<file path="config.mk">
export PLATFORM = sky130hd
export DESIGN_NAME = add_share_arb_flat
export DESIGN_NICKNAME = d
export VERILOG_FILES = /design/src/rtl/add_share_arb_if.sv /design/src/rtl/add_share_arb.sv /design/src/flat_wrapper.sv
export SDC_FILE = /design/constraint.sdc
export NUM_CORES = 1
export LEC_CHECK = 0
export ABC_AREA = 1
export BUFFER_PORTS_ARGS = -buffer_cell sky130_fd_sc_hd__buf_2
export CAP_MARGIN = 30
export CORE_MARGIN = 1
export CORE_UTILIZATION = 38
export DETAILED_ROUTE_END_ITERATION = 8
export HOLD_SLACK_MARGIN = 0.12
export PLACE_DENSITY = 0.69
export SYNTH_ARGS = -nofsm -noshare
export SYNTH_HDL_FRONTEND = slang
export SYNTH_SLANG_ARGS = --single-unit
export TNS_END_PERCENT = 100
</file>
<file path="constraint.sdc">
create_clock -name clk -period 2 [get_ports clk]
set_input_delay 0.3 -clock clk [delete_from_list [all_inputs] [get_ports clk]]
set_output_delay 0.3 -clock clk [all_outputs]
set_load 0.03 [all_outputs]
</file>
<file path="src/rtl/add_share_arb_if.sv">
// Request/response bundle for the shared-adder arbiter: NREQ packed requesters in,
// one in-order result stream out.
interface add_share_arb_if #(
    parameter int NREQ = 4,
    parameter int W    = 8
) ();
    localparam int IDW = $clog2(NREQ);

    logic [NREQ-1:0]   req_valid;
    logic [NREQ-1:0]   req_ready;
    logic [NREQ*W-1:0] req_a;
    logic [NREQ*W-1:0] req_b;
    logic [NREQ-1:0]   req_cin;
    logic              rsp_valid;
    logic              rsp_ready;
    logic [IDW-1:0]    rsp_id;
    logic [W-1:0]      rsp_sum;
    logic              rsp_cout;
    logic [15:0]       done_cnt;

    modport slave (
        input  req_valid, req_a, req_b, req_cin, rsp_ready,
        output req_ready, rsp_valid, rsp_id, rsp_sum, rsp_cout, done_cnt
    );

    modport master (
        output req_valid, req_a, req_b, req_cin, rsp_ready,
        input  req_ready, rsp_valid, rsp_id, rsp_sum, rsp_cout, done_cnt
    );
endinterface

</file>
<file path="src/rtl/add_share_arb.sv">
// Round-robin arbiter sharing one Kogge-Stone adder between NREQ requesters,
// with a two-stage (operand / result) elastic pipeline and a consumed-result counter.
module add_share_arb_pfx #(
    parameter int W = 8
) (
    input  logic [W-1:0] a,
    input  logic [W-1:0] b,
    input  logic         cin,
    output logic [W-1:0] sum,
    output logic         cout
);
    always_comb begin
        logic [W-1:0] g, p, gn, pn, hp;
        hp = a ^ b;
        g  = a & b;
        p  = hp;
        // Fold carry-in into bit 0 so g[i] becomes the carry out of bits [i:0].
        g[0] = g[0] | (p[0] & cin);
        for (int unsigned d = 1; d < W; d = d * 2) begin
            gn = g;
            pn = p;
            for (int unsigned i = d; i < W; i++) begin
                gn[i] = g[i] | (p[i] & g[i-d]);
                pn[i] = p[i] & p[i-d];
            end
            g = gn;
            p = pn;
        end
        sum  = hp ^ {g[W-2:0], cin};
        cout = g[W-1];
    end
endmodule

module add_share_arb #(
    parameter int NREQ = 4,
    parameter int W    = 8
) (
    input logic              clk,
    input logic              rst_n,
    add_share_arb_if.slave   bus
);
    localparam int IDW = $clog2(NREQ);

    logic           s1_v, s2_v;
    logic [W-1:0]   s1_a, s1_b;
    logic           s1_cin;
    logic [IDW-1:0] s1_id, s2_id;
    logic [W-1:0]   s2_sum, add_sum;
    logic           s2_cout, add_cout;
    logic [IDW-1:0] rr_ptr, win;
    logic [15:0]    cnt;
    logic           any, s2_load, s1_adv, s1_load, xfer;

    assign s2_load = !s2_v || bus.rsp_ready;
    assign s1_adv  = s1_v && s2_load;
    assign s1_load = !s1_v || s2_load;
    assign xfer    = rst_n && any && s1_load;

    always_comb begin
        int unsigned idx;
        any = 1'b0;
        win = '0;
        idx = 0;
        for (int unsigned k = 0; k < NREQ; k++) begin
            idx = (k + 32'(rr_ptr)) % NREQ;
            if (!any && bus.req_valid[idx]) begin
                any = 1'b1;
                win = IDW'(idx);
            end
        end
    end

    always_comb begin
        bus.req_ready = '0;
        if (xfer) bus.req_ready[win] = 1'b1;
    end

    add_share_arb_pfx #(.W(W)) u_add (
        .a    (s1_a),
        .b    (s1_b),
        .cin  (s1_cin),
        .sum  (add_sum),
        .cout (add_cout)
    );

    // Operand payload needs no reset: it is only consumed while s1_v is set.
    always_ff @(posedge clk) begin
        if (xfer) begin
            s1_a   <= bus.req_a[win*W +: W];
            s1_b   <= bus.req_b[win*W +: W];
            s1_cin <= bus.req_cin[win];
            s1_id  <= win;
        end
    end

    always_ff @(posedge clk) begin
        if (!rst_n) begin
            s1_v    <= 1'b0;
            s2_v    <= 1'b0;
            rr_ptr  <= '0;
            cnt     <= '0;
            s2_sum  <= '0;
            s2_cout <= 1'b0;
            s2_id   <= '0;
        end else begin
            if (xfer) begin
                s1_v   <= 1'b1;
                rr_ptr <= (win == IDW'(NREQ-1)) ? '0 : win + 1'b1;
            end else if (s1_adv) begin
                s1_v <= 1'b0;
            end
            if (s2_load) s2_v <= s1_v;
            if (s1_adv) begin
                s2_sum  <= add_sum;
                s2_cout <= add_cout;
                s2_id   <= s1_id;
            end
            if (s2_v && bus.rsp_ready) cnt <= cnt + 16'd1;
        end
    end

    assign bus.rsp_valid = s2_v && rst_n;
    assign bus.rsp_id    = s2_id;
    assign bus.rsp_sum   = s2_sum;
    assign bus.rsp_cout  = s2_cout;
    assign bus.done_cnt  = cnt;
endmodule

</file>
<file path="src/flat_wrapper.sv">
// flat-port wrapper written by rule: the top's interface ports become plain ports
module add_share_arb_flat 
#(
    parameter int NREQ = 4,
    parameter int W    = 8
)
  (clk, rst_n, bus_req_valid, bus_req_a, bus_req_b, bus_req_cin, bus_rsp_ready, bus_req_ready, bus_rsp_valid, bus_rsp_id, bus_rsp_sum, bus_rsp_cout, bus_done_cnt);
  add_share_arb_if #(.NREQ(NREQ), .W(W)) bus_i ();
  input logic clk;
  input logic rst_n;
  input wire logic [$bits(bus_i.req_valid)-1:0] bus_req_valid;
  input wire logic [$bits(bus_i.req_a)-1:0] bus_req_a;
  input wire logic [$bits(bus_i.req_b)-1:0] bus_req_b;
  input wire logic [$bits(bus_i.req_cin)-1:0] bus_req_cin;
  input wire logic [$bits(bus_i.rsp_ready)-1:0] bus_rsp_ready;
  output wire logic [$bits(bus_i.req_ready)-1:0] bus_req_ready;
  output wire logic [$bits(bus_i.rsp_valid)-1:0] bus_rsp_valid;
  output wire logic [$bits(bus_i.rsp_id)-1:0] bus_rsp_id;
  output wire logic [$bits(bus_i.rsp_sum)-1:0] bus_rsp_sum;
  output wire logic [$bits(bus_i.rsp_cout)-1:0] bus_rsp_cout;
  output wire logic [$bits(bus_i.done_cnt)-1:0] bus_done_cnt;
  assign bus_i.req_valid = bus_req_valid;
  assign bus_i.req_a = bus_req_a;
  assign bus_i.req_b = bus_req_b;
  assign bus_i.req_cin = bus_req_cin;
  assign bus_i.rsp_ready = bus_rsp_ready;
  assign bus_req_ready = bus_i.req_ready;
  assign bus_rsp_valid = bus_i.rsp_valid;
  assign bus_rsp_id = bus_i.rsp_id;
  assign bus_rsp_sum = bus_i.rsp_sum;
  assign bus_rsp_cout = bus_i.rsp_cout;
  assign bus_done_cnt = bus_i.done_cnt;
  add_share_arb #(.NREQ(NREQ), .W(W)) u_core (.clk(clk), .rst_n(rst_n), .bus(bus_i));
endmodule
</file>
==> flow_metrics.tcl <==
set metrics [dict create \
    ant_nets 0 \
    crit_type "flop to primary output" \
    io_pins 107 \
    hold_viol_final 0 \
    arrival_ps 2120 \
    holdPathStages 4 \
    grt_pass1_wl_microns 13910 \
    start_util_pct 39.41 \
    ys_async_sr_fraction_pct 0 \
    final_max_slew_viol_count 0 \
    placement.io_buffers 106 \
    syn-num-nets 596 \
    fin_crit_sh_pct 120.8 \
    fin_crit_ps 2415 \
    violations "negative setup slack" \
    die_area_sq_um 9473 \
    regArea_sq_um 1200 \
    synth_enable_flop_cells 19 \
    first_iter_violations 98 \
    rsz0062_at_grt "true" \
    worst_pin_slew_ps 492.5 \
    postSynthAreaPerCell_sq_um 6.811 \
    cap_violations 0 \
    fillers 882 \
    fin_ws_ps -415.1 \
    timing.hold.ws_ps 326.0 \
    synthesis.area_sq_um 3453 \
    cts_buffer_depth 2 \
    cp_slowest_cell "dfxtp_4" \
    grt_max_degree 36 \
    diodes 0 \
    irDropWorstVdd_v 0.0009185 \
    die_w_microns 97.33 \
    hold_end "u_core.s2_v$_SDFFE_PN0P_" \
    slowest_delay_ps 370 \
    clock_latency_ps 300 \
    r2r_end "u_core.s1_b[6]$_DFFE_PP_" \
    rows 34 \
    seq_area_frac_synth_pct 34.49 \
    reg2reg_depth 12 \
    first_pass_iters 4 \
    mostFrequentLayoutCells "nand2_1, buf_2, inv_1, nand3_1" \
    ys_ff_latch 50 \
    crit_path_end_kind "primary output" \
    die_y_microns 97.33 \
    gp_congestion 0.8666 \
    timing.rr.start "u_core.rr_ptr[0]$_SDFFE_PN0P_" \
    setup_viol 12 \
    cts.clk_slew.worst_paths_ps 90 \
    drc 0 \
    synth_cells 507 \
    vias 3484 \
    first_global_vias 3092 \
    synth_top_area_share_pct 17.97 \
    leakage_nw 2.419 \
    tritoncts "done" \
    slew_headroom_pct 66.96 \
    cts_buffers 5 \
    total_power_mw 7.645 \
    multi_input_area_sq_um 1882 \
    fin_nets 708 \
    crit_path_start_kind "flop" \
    synth_flop_cell "dfxtp_1" \
    synth_area_leaders "dfxtp_1, edfxtp_1, nand2_1" \
    routed_wirelength_microns 8356 \
    crit_required_ps 1700 \
    grt_usage_pct 17.30 \
    synth_cell_types 33 \
    post-synth-top-area-cell "dfxtp_1" \
    finClkSkew_ps 4.820 \
    drive_above_1_share_pct 29.03 \
    cp_max_fo 6 \
    antenna_found_initial 0 \
    core_sq_um 8763 \
    path_cells "buf_12 > buf_8 > nand2_1 > nand2_1 > nand2_1 > nand2_1 > nand2_2 > nand2_1 > nand2_2 > nand3_4 > buf_4 > ha_4 > inv_2 > nor2_4 > buf_6" \
    reg2reg_slack_ps -40 \
    ctsRootBufferMaster "clkbuf_8" \
    hpwl_microns 6171 \
    layout_commonest_cell "nand2_1" \
    clkSinkCount 50 \
    grt_overflow 0 \
    area_delta_synth_final_pct 29.89 \
    crit_top_cell "nand2_1" \
    fmax_ghz 0.4141 \
    yosys_warnings 0 \
    wl_per_cell_microns 11.48 \
    status "complete, but fails checks" \
    critPathLaunch "u_core.rr_ptr[0]$_SDFFE_PN0P_" \
    via_per_inst 4.786 \
    hp-start "bus_rsp_ready" \
    cellPowerDensity_nw_per_um2 1704 \
    pre_cts_slack_ps -86.22 \
    worstHoldPathType "input port to flop" \
    htree_levels 2 \
]
-- worst max-delay path by stage --
stage | end | slack [ps] | cells after the start
global route | bus_req_ready[2] | -470 | 15
detailed placement | bus_req_ready[1] | -90 | 13
CTS | bus_req_ready[1] | -280 | 13
finish | bus_req_ready[2] | -420 | 15
global placement | bus_req_ready[2] | 10 | 14
floorplan | bus_req_ready[2] | -9 | 14
-- area by class of cell --
class                      count  area share [%]
clock buffer                   5           1.534
clock inverter                 3          0.3626
inverter                     110           9.623
multi-input combinational    329           41.95
sequential                    50           26.75
tap                          108           3.013
timing repair buffer         123           16.76
-- per-stage QoR --
| stage | cell area (sq um) | setup TNS [ps] | utilization, % | instances |
|---|---|---|---|---|
| final | 4486 | -1576 | 51.19 | 728 |
| after global routing | 4486 | -3475 | 51.19 | 728 |
| after CTS | 4323 | -1104 | 49.33 | 724 |
| after detailed placement | 4193 | -378.7 | 47.84 | 716 |
| after global placement | 4193 | 0 | 47.84 | 716 |
| after floorplan | 3498 | -9.011 | - | 507 |
-- logic make-up (layout without fill, tap and decap cells) --
| family | Yosys count | in the layout | synth area share [%] |
|---|---|---|---|
| AOI/OAI and AO/OA | 45 | 45 | 6.993 |
| xor gates and xnor gates | 7 | 7 | 1.775 |
| DFF | 50 | 50 | 34.49 |
| buffers and inverters | 128 | 241 | 15.54 |
| and+or+nand+nor | 263 | 263 | 35.69 |
| adders and majority gates | 14 | 14 | 5.507 |
-- report_power, final --
group	switching, mW	leakage (nW)	internal (mW)
clock	0.322	0.0432	0.240
combinational	3.34	1.94	1.96
sequential	0.175	0.440	1.61
total	3.83	2.42	3.81
-- synth_stat cells (2+ instances only) --
library cell / instances
nand2_1: 112
inv_1: 106
nand3_1: 51
nor2_1: 42
nand4_1: 36
dfxtp_1: 31
a21oi_1: 19
edfxtp_1: 19
o21ai_0: 19
ha_1: 12
buf_2: 8
nand2_2: 7
xor2_1: 7
buf_6: 5
nor3_1: 5
clkbuf_1: 4
o21a_1: 4
fa_1: 2
inv_2: 2
nand2_4: 2
nand3_4: 2
-- routing by layer --
metal  GRT usage (%)  wire length, microns  up-vias
li1                -                     -     1836
met1           24.84                  3956     1496
met2           27.03                  3712      140
met3           2.590                   583       12
met4           4.751                   105        0
met5               0                     0        -
-- worst max-delay path: cells and delay by family, from the launching register on --
kind | cells | cell delay [ps]
buf+inv | 5 | 610
fa+ha+maj | 1 | 150
simple gates | 9 | 670
flops | 1 | 370
-- sequential cells by signal, indices dropped and copies added (netlist names) --
register,flops
u_core.bus.rsp_id,2
u_core.bus.rsp_sum,8
u_core.s1_v,1
u_core.s1_b,8
u_core.s2_v,1
u_core.s1_cin,1
u_core.s1_id,2
u_core.bus.done_cnt,16
u_core.s1_a,8
u_core.bus.rsp_cout,1
u_core.rr_ptr,2
-- repair_timing --
item	4_1_cts	5_1_grt
pin swaps	3	19
endpoints found under the setup margin	21	43
cloned	0	0
hold buffers	0	0
resized for setup	16	44
setup buffers	1	6
No activity file was read; power rests on OpenSTA's default activity.
